===== config.mk =====
export PLATFORM = sky130hd
export DESIGN_NAME = stream_demux
export DESIGN_NICKNAME = d
export VERILOG_FILES = /design/src/rtl/stream_demux_pkg.sv /design/src/rtl/stream_demux_lane.sv /design/src/rtl/stream_demux.sv
export SDC_FILE = /design/constraint.sdc
export NUM_CORES = 1
export LEC_CHECK = 0
export ABC_AREA = 1
export CAP_MARGIN = 40
export CORE_UTILIZATION = 42
export DETAILED_ROUTE_END_ITERATION = 16
export PLACE_DENSITY = 0.75
export SYNTH_ARGS = -nofsm -noshare
export SYNTH_HDL_FRONTEND = slang
export SYNTH_SLANG_ARGS = --single-unit

===== constraint.sdc =====
create_clock -name clk -period 1.07 [get_ports clk]
set_input_delay 0.214 -clock clk [delete_from_list [all_inputs] [get_ports clk]]
set_output_delay 0.214 -clock clk [all_outputs]
set_load 0.005 [all_outputs]

===== src/rtl/stream_demux_pkg.sv =====
// Shared types and default widths for the 1-to-2 byte stream demultiplexer.
package stream_demux_pkg;

    typedef enum logic {
        LANE_B = 1'b0,
        LANE_A = 1'b1
    } lane_e;

    localparam int unsigned DefDataW = 8;
    localparam int unsigned DefCntW  = 8;

endpackage


===== src/rtl/stream_demux_lane.sv =====
// One output lane: a one-entry holding register, its space term and a
// saturating delivered-beat counter.
module stream_demux_lane
    import stream_demux_pkg::*;
#(
    parameter int unsigned DATA_W = DefDataW,
    parameter int unsigned CNT_W  = DefCntW
) (
    input  logic              clk,
    input  logic              reset_n,
    input  logic              load,
    input  logic [DATA_W-1:0] load_data,
    input  logic              out_ready,
    output logic              out_valid,
    output logic [DATA_W-1:0] out_data,
    output logic [CNT_W-1:0]  count,
    output logic              space
);

    logic              valid_q, valid_d;
    logic [DATA_W-1:0] data_q, data_d;
    logic [CNT_W-1:0]  count_q, count_d;
    logic              out_fire;

    assign out_fire = valid_q & out_ready;

    always_comb begin
        valid_d = valid_q;
        data_d  = data_q;
        // A new beat may replace the one leaving this same cycle.
        if (load) begin
            valid_d = 1'b1;
            data_d  = load_data;
        end else if (out_fire) begin
            valid_d = 1'b0;
        end
    end

    always_comb begin
        count_d = count_q;
        if (out_fire && (count_q != {CNT_W{1'b1}})) begin
            count_d = count_q + 1'b1;
        end
    end

    always_ff @(posedge clk or negedge reset_n) begin
        if (!reset_n) begin
            valid_q <= 1'b0;
            data_q  <= '0;
            count_q <= '0;
        end else begin
            valid_q <= valid_d;
            data_q  <= data_d;
            count_q <= count_d;
        end
    end

    assign out_valid = valid_q;
    assign out_data  = data_q;
    assign count     = count_q;
    assign space     = ~valid_q | out_ready;

endmodule


===== src/rtl/stream_demux.sv =====
// Registered 1-to-2 demultiplexer: each accepted byte goes to lane A or B
// according to its per-beat select; lanes stall independently.
module stream_demux
    import stream_demux_pkg::*;
#(
    parameter int unsigned DATA_W = DefDataW,
    parameter int unsigned CNT_W  = DefCntW
) (
    input  logic              clk,
    input  logic              reset_n,
    input  logic              in_valid_i,
    input  logic [DATA_W-1:0] in_data_i,
    input  logic              in_sel_i,
    output logic              in_ready_o,
    output logic              a_valid_o,
    output logic [DATA_W-1:0] a_data_o,
    input  logic              a_ready_i,
    output logic              b_valid_o,
    output logic [DATA_W-1:0] b_data_o,
    input  logic              b_ready_i,
    output logic [CNT_W-1:0]  a_count_o,
    output logic [CNT_W-1:0]  b_count_o
);

    lane_e sel_lane;
    logic  a_space, b_space;
    logic  in_fire;
    logic  load_a, load_b;

    assign sel_lane = lane_e'(in_sel_i);

    // Ready follows the selected lane only, never in_valid_i.
    always_comb begin
        in_ready_o = b_space;
        if (sel_lane == LANE_A) begin
            in_ready_o = a_space;
        end
    end

    assign in_fire = in_valid_i & in_ready_o;
    assign load_a  = in_fire & (sel_lane == LANE_A);
    assign load_b  = in_fire & (sel_lane == LANE_B);

    stream_demux_lane #(
        .DATA_W (DATA_W),
        .CNT_W  (CNT_W)
    ) u_lane_a (
        .clk       (clk),
        .reset_n   (reset_n),
        .load      (load_a),
        .load_data (in_data_i),
        .out_ready (a_ready_i),
        .out_valid (a_valid_o),
        .out_data  (a_data_o),
        .count     (a_count_o),
        .space     (a_space)
    );

    stream_demux_lane #(
        .DATA_W (DATA_W),
        .CNT_W  (CNT_W)
    ) u_lane_b (
        .clk       (clk),
        .reset_n   (reset_n),
        .load      (load_b),
        .load_data (in_data_i),
        .out_ready (b_ready_i),
        .out_valid (b_valid_o),
        .out_data  (b_data_o),
        .count     (b_count_o),
        .space     (b_space)
    );

    a_hold_stable: assert property (@(posedge clk) disable iff (!reset_n)
        (a_valid_o && !a_ready_i) |=> $stable(a_data_o));
    b_hold_stable: assert property (@(posedge clk) disable iff (!reset_n)
        (b_valid_o && !b_ready_i) |=> $stable(b_data_o));

    a_load_seen: assert property (@(posedge clk) disable iff (!reset_n)
        (in_fire && in_sel_i) |=> (a_valid_o && (a_data_o == $past(in_data_i))));
    b_load_seen: assert property (@(posedge clk) disable iff (!reset_n)
        (in_fire && !in_sel_i) |=> (b_valid_o && (b_data_o == $past(in_data_i))));

    a_count_sat: assert property (@(posedge clk) disable iff (!reset_n)
        (a_count_o == {CNT_W{1'b1}}) |=> (a_count_o == {CNT_W{1'b1}}));
    b_count_sat: assert property (@(posedge clk) disable iff (!reset_n)
        (b_count_o == {CNT_W{1'b1}}) |=> (b_count_o == {CNT_W{1'b1}}));

endmodule


; ---- After elaboration in Yosys (flattened, before gate mapping)
; Index checks and enable logic that the tools add are counted.
[totals]
ff_bits = 34
latch_bits = 0
ram_bits = 0
romBits = 0
in_bits = 14
out_inout_bits = 35
elab_cells = 29
mem_count = 0
[classes]
add_sub_neg = 2
mul = 0
div_mod_pow = 0
order_cmp = 0
eq_ne = 2
shifts = 0
n_mux = 5
n_bitwise = 10
reduce_logical = 4
[op_table]
columns = cell, n
row1 = "adder 8 x 1 -> 8 bit, second input constant", 2
row2 = "inequality test 8 bit, second input constant", 2
row3 = bitwise AND 1 bit, 5
row4 = two-way mux 1 bit, 5
row5 = nonzero test 2 bit, 2
row6 = inverter 1 bit, 3
row7 = logical AND 1 bit, 2
row8 = bitwise OR 1 bit, 2

; ---- Logic depth before layout (Yosys ltp)
[depth]
ltp_word = 6
mapped_depth = 8
mapped_depth_nobuf = 8

; ---- Cells and area by module
; A second synthesis with hierarchy kept.
[unflattened]
cells_unflattened = 213
area_unflattened_um2 = 1680.4
[modules_own_cells]
columns = mod, instances, cells_per_inst, area_per_inst_um2, seq_area_each_um2
row1 = stream_demux_lane, 2, 103, 824.5, 425.4
row2 = stream_demux, 1, 7, 31.3, 0.0

; ---- Worst setup path before layout
; Ideal clock, no wire load.
[synth_timing]
kind = register -> register
from = register u_lane_a.count_q[0] (netlist: u_lane_a.count[0])
to = register u_lane_a.count_q[3] (netlist: u_lane_a.count[3])
arrival_ns = 1.084
required_ns = 0.954
slack_ns = -0.130
stages_incl_launch_ff = 9
n_path_buf = 0
cell_sequence = dfrtp_1 ha_1 inv_1 nor2_4 nand2_4 nand2_8 inv_4 nand2_1 nand2_1
[synth_between]
elab_chain_cells = 2
word_cells_on_any_way = 3
[synth_lines]
columns = item, line
row1 = start: declaration, stream_demux_lane.sv:22  ; logic [CNT_W-1:0] count_q, count_d;
row2 = start signal: assignment, stream_demux_lane.sv:54  ; count_q <= count_d;
row3 = "parallel branches: the longest is 2 deep, another holds adder 8 x 1 -> 8 bit", -
; Parallel ways; which one is timed is not known.
; A chain may end at the register's enable or synchronous reset.

; ---- Worst setup path after layout
[layout_timing]
from = register u_lane_b.valid_q (netlist: u_lane_b.out_valid)
to = output in_ready_o
[layout_between]
elab_chain_cells = 3
[layout_lines]
columns = item, line
row1 = start: declaration, stream_demux_lane.sv:20  ; logic valid_q, valid_d;
row2 = start signal: assignment, stream_demux_lane.sv:52  ; valid_q <= valid_d;
row3 = inverter 1 bit, stream_demux_lane.sv:61  ; assign space = ~valid_q | out_ready;
row4 = bitwise OR 1 bit, stream_demux_lane.sv:61
row5 = two-way mux 1 bit, stream_demux.sv:35  ; if (sel_lane == LANE_A) begin
row6 = end: declaration, stream_demux.sv:14  ; output logic in_ready_o,
; Every way passes these cells.

==> summary.txt <==
Critical path
  • Worst Setup Start Kind: flip-flop
  • CP endpoint kind: output pin
  • R2r startpoint: u_lane_a.count[0]
  • Worst Path Class, Setup: flip-flop to output pin
  • Required time worst endpoint: 0.86 ns
  • Worst Path Max Fanout: 2
  • WP data arrival: between 1 and 1.5 ns
  • Worst Setup SP: u_lane_b.out_valid

Final layout
  • Area Overhead vs Synth: 75.39%
  • Final antenna diode count: 0
  • Layout cells sized above 1: 50.00%
  • Nets: 327
  • Fin util: about 78%

Die
  • Die H: 65.02 um
  • Boundary Pins: between 40 and 50
  • Core Footprint: 0.003744 sq mm
  • Row cnt: 22
  • Die area: 0.004227 sq mm
  • Die Wd: between 60 and 70 um
  • Initial Util: roughly 45%

Timing
  • Slew margin rel.: 71.28%
  • Final Skew: 0.009543 ns
  • Final Max Slew Viols: 0
  • Max Fclk: roughly 0.76 GHz
  • Setup violators final: 30
  • Period minus WS final: 1.319 ns
  • Worst Hold Margin: 0.2808 ns
  • RSZ-0062 raised after global routing: yes
  • Worst Tran Pin Value: 0.4302 ns
  • Tcrit/Tclk final: 123.3%
  • Final hold viol count: 0
  • Setup ws final: -0.2490 ns

Clock tree
  • Reg clk slew, reported paths: 0.08 ns
  • # hold bufs at CTS: 0
  • CTS Sinks: 34
  • TritonCTS Buffers: 5
  • Clk Latency, worst-skew pair: 0.29 ns
  • Root buf cell: clkbuf_8
  • Maximum root-to-sink buffer count: 2
  • CTS tree: done
  • CTS H-tree lvls: 2

Placement
  • Routability cong.: 0.8022
  • Number of I/O port buffers: 48
  • Setup slack at placement: -0.7202 ns
  • HPWL after DPL: between 2000 and 3000 um

Routing
  • DR iter-0 viols: 70
  • 1st-pass router iterations: 5
  • DR DRC count: 0
  • Total Wirelength: 4923 um
  • WL/cell: 13.68 um
  • Post-DRT Antenna Nets: 0
  • Total number of vias: 1708
  • Post-detailed-route via-to-cell ratio: ~4.7

Power and ir drop
  • Peak VDD IR: about 0.0014 V
  • Tot Pwr: around 5.4 mW
  • Pwr Density: 1856 mW/mm^2
  • Leakage Power: 1.546 nW

Synth
  • Top-count cell post-synth: nand2_1
  • Yosys reg bits: 34
  • Synth area leaders: dfrtp_1, nand2_1, inv_1
  • Post-synth top cells: nand2_1, dfrtp_1, inv_1, o21ai_0, nor2_1
  • Seq/Total Area, Yosys: approximately half
  • Synthesized cell area: 0.001668 sq mm
  • Netlist cell types: 23
  • Asr flop ratio synth: 100.0%
  • Ys Warns: 0
  • Cells after Synth: 198
  • Prevailing post-synth register cell: dfrtp_1
  • Yosys top cell area share: between 50% and 60%
  • Syn nets: 214
  • Cell taking the most area after synthesis: dfrtp_1
  • Mapped Avg Cell Area: 8.423 sq um
  • EDFF count, synth: 0

Flow run
  • # Max-Cap Violations: 0

GRT
  • Initial antenna violation count: 0
  • Global route overflow: 0
  • Global Route Usage Sum: 24.53%
  • Largest net degree at the start of global routing: 35
  • Vias in the first global route: 1779
  • First-pass GRT wire length: 7665 um

Worst hold path
  • Min-delay worst type: input port to async pin

Outcome
  • Status: finished, violations left
  • Failing checks: negative setup slack
## per-stage QoR
step | area (sq um) | setup TNS (ns) | cells
after floorplan | 1673 | -1.207 | 198
after global placement | 2406 | -10.26 | 319
after detailed placement | 2406 | -10.65 | 319
after CTS | 2770 | -3.794 | 357
after global routing | 2925 | -6.847 | 360
final | 2925 | -4.735 | 360
## worst max-delay path: stages, from the launching register on
cell and delay, ns:
dfrtp_1 0.40, nand2_2 0.08, nor2_2 0.05, a31oi_4 0.15
buf_2 0.13
## kinds of logic after synthesis
| logic type | count (synthesis) | synth area share [%] |
|---|---|---|
| flip-flops | 34 | 51.01 |
| buffers and inverters | 28 | 7.501 |
| AO/OA/AOI/OAI | 19 | 5.776 |
| AND/OR/NAND/NOR | 109 | 31.06 |
| XOR/XNOR | 6 | 3.151 |
| adder cells (fa/ha/maj) | 2 | 1.500 |
## where the power goes
part           total, mW  switching [mW]  internal (mW)  leakage [nW]
combinational       2.30           0.999           1.30          1.04
sequential          1.69           0.156           1.53         0.437
clock               1.45           0.512          0.934        0.0683
## layout make-up
cell class                 instances  area (sq um)
timing repair buffer             106         827.0
sequential                        34         850.8
tap                               48         60.06
clock inverter                     3         68.82
fill                             248         818.3
multi-input combinational        138         932.1
clock buffer                       5         68.82
inverter                          26         117.6
## placed cells by master, fill, tap and decap left out, drive strengths merged, types with 2 or more instances in the layout
| cell type | count |
|---|---|
| o21ai | 18 |
| clkbuf | 5 |
| xor2 | 2 |
| buf | 92 |
| nand3b | 3 |
| nand4 | 4 |
| nor2 | 11 |
| clkdlybuf4s50 | 10 |
| ha | 2 |
| xnor2 | 4 |
| inv | 26 |
| dfrtp | 34 |
| nand3 | 9 |
| bufinv | 2 |
| nand2 | 84 |
| dlygate4sd2 | 3 |
## layer usage
| metal | wire (um) | up-vias | track usage, % |
|---|---|---|---|
| li1 | - | 846 | - |
| met1 | 2057 | 809 | 28.67 |
| met2 | 2604 | 43 | 41.41 |
| met3 | 144 | 10 | 6.338 |
| met4 | 116 | 0 | 12.23 |
| met5 | 0 | - | 0 |
## sequential cells by signal, indices dropped and copies added, names as in the netlist
name                count
u_lane_b.out_valid      1
u_lane_b.out_data       8
u_lane_a.out_valid      1
u_lane_a.out_data       8
u_lane_a.count          8
u_lane_b.count          8
## final timing paths
path | end | slack, ns | cells past startpoint
hold reg to reg | u_lane_b.out_data[5] | 0.49 | 2
setup / recovery | in_ready_o | -0.25 | 4
hold / removal | u_lane_b.count[4] | 0.28 | 2
min in group clk | u_lane_b.out_data[2] | 0.44 | 3
setup reg to reg | u_lane_a.count[0] | -0.23 | 9
max in group asynchronous | u_lane_a.out_data[3] | 0.61 | 2
## repair_timing
action | CTS | global route
endpoints found under the setup margin | 67 | 40
hold endpoints to repair | 0 | 0
cloned | 1 | 1
setup buffers | 31 | 3
pin swaps | 13 | 9
resized for setup | 175 | 42
Power figures use the tool's default switching activity.
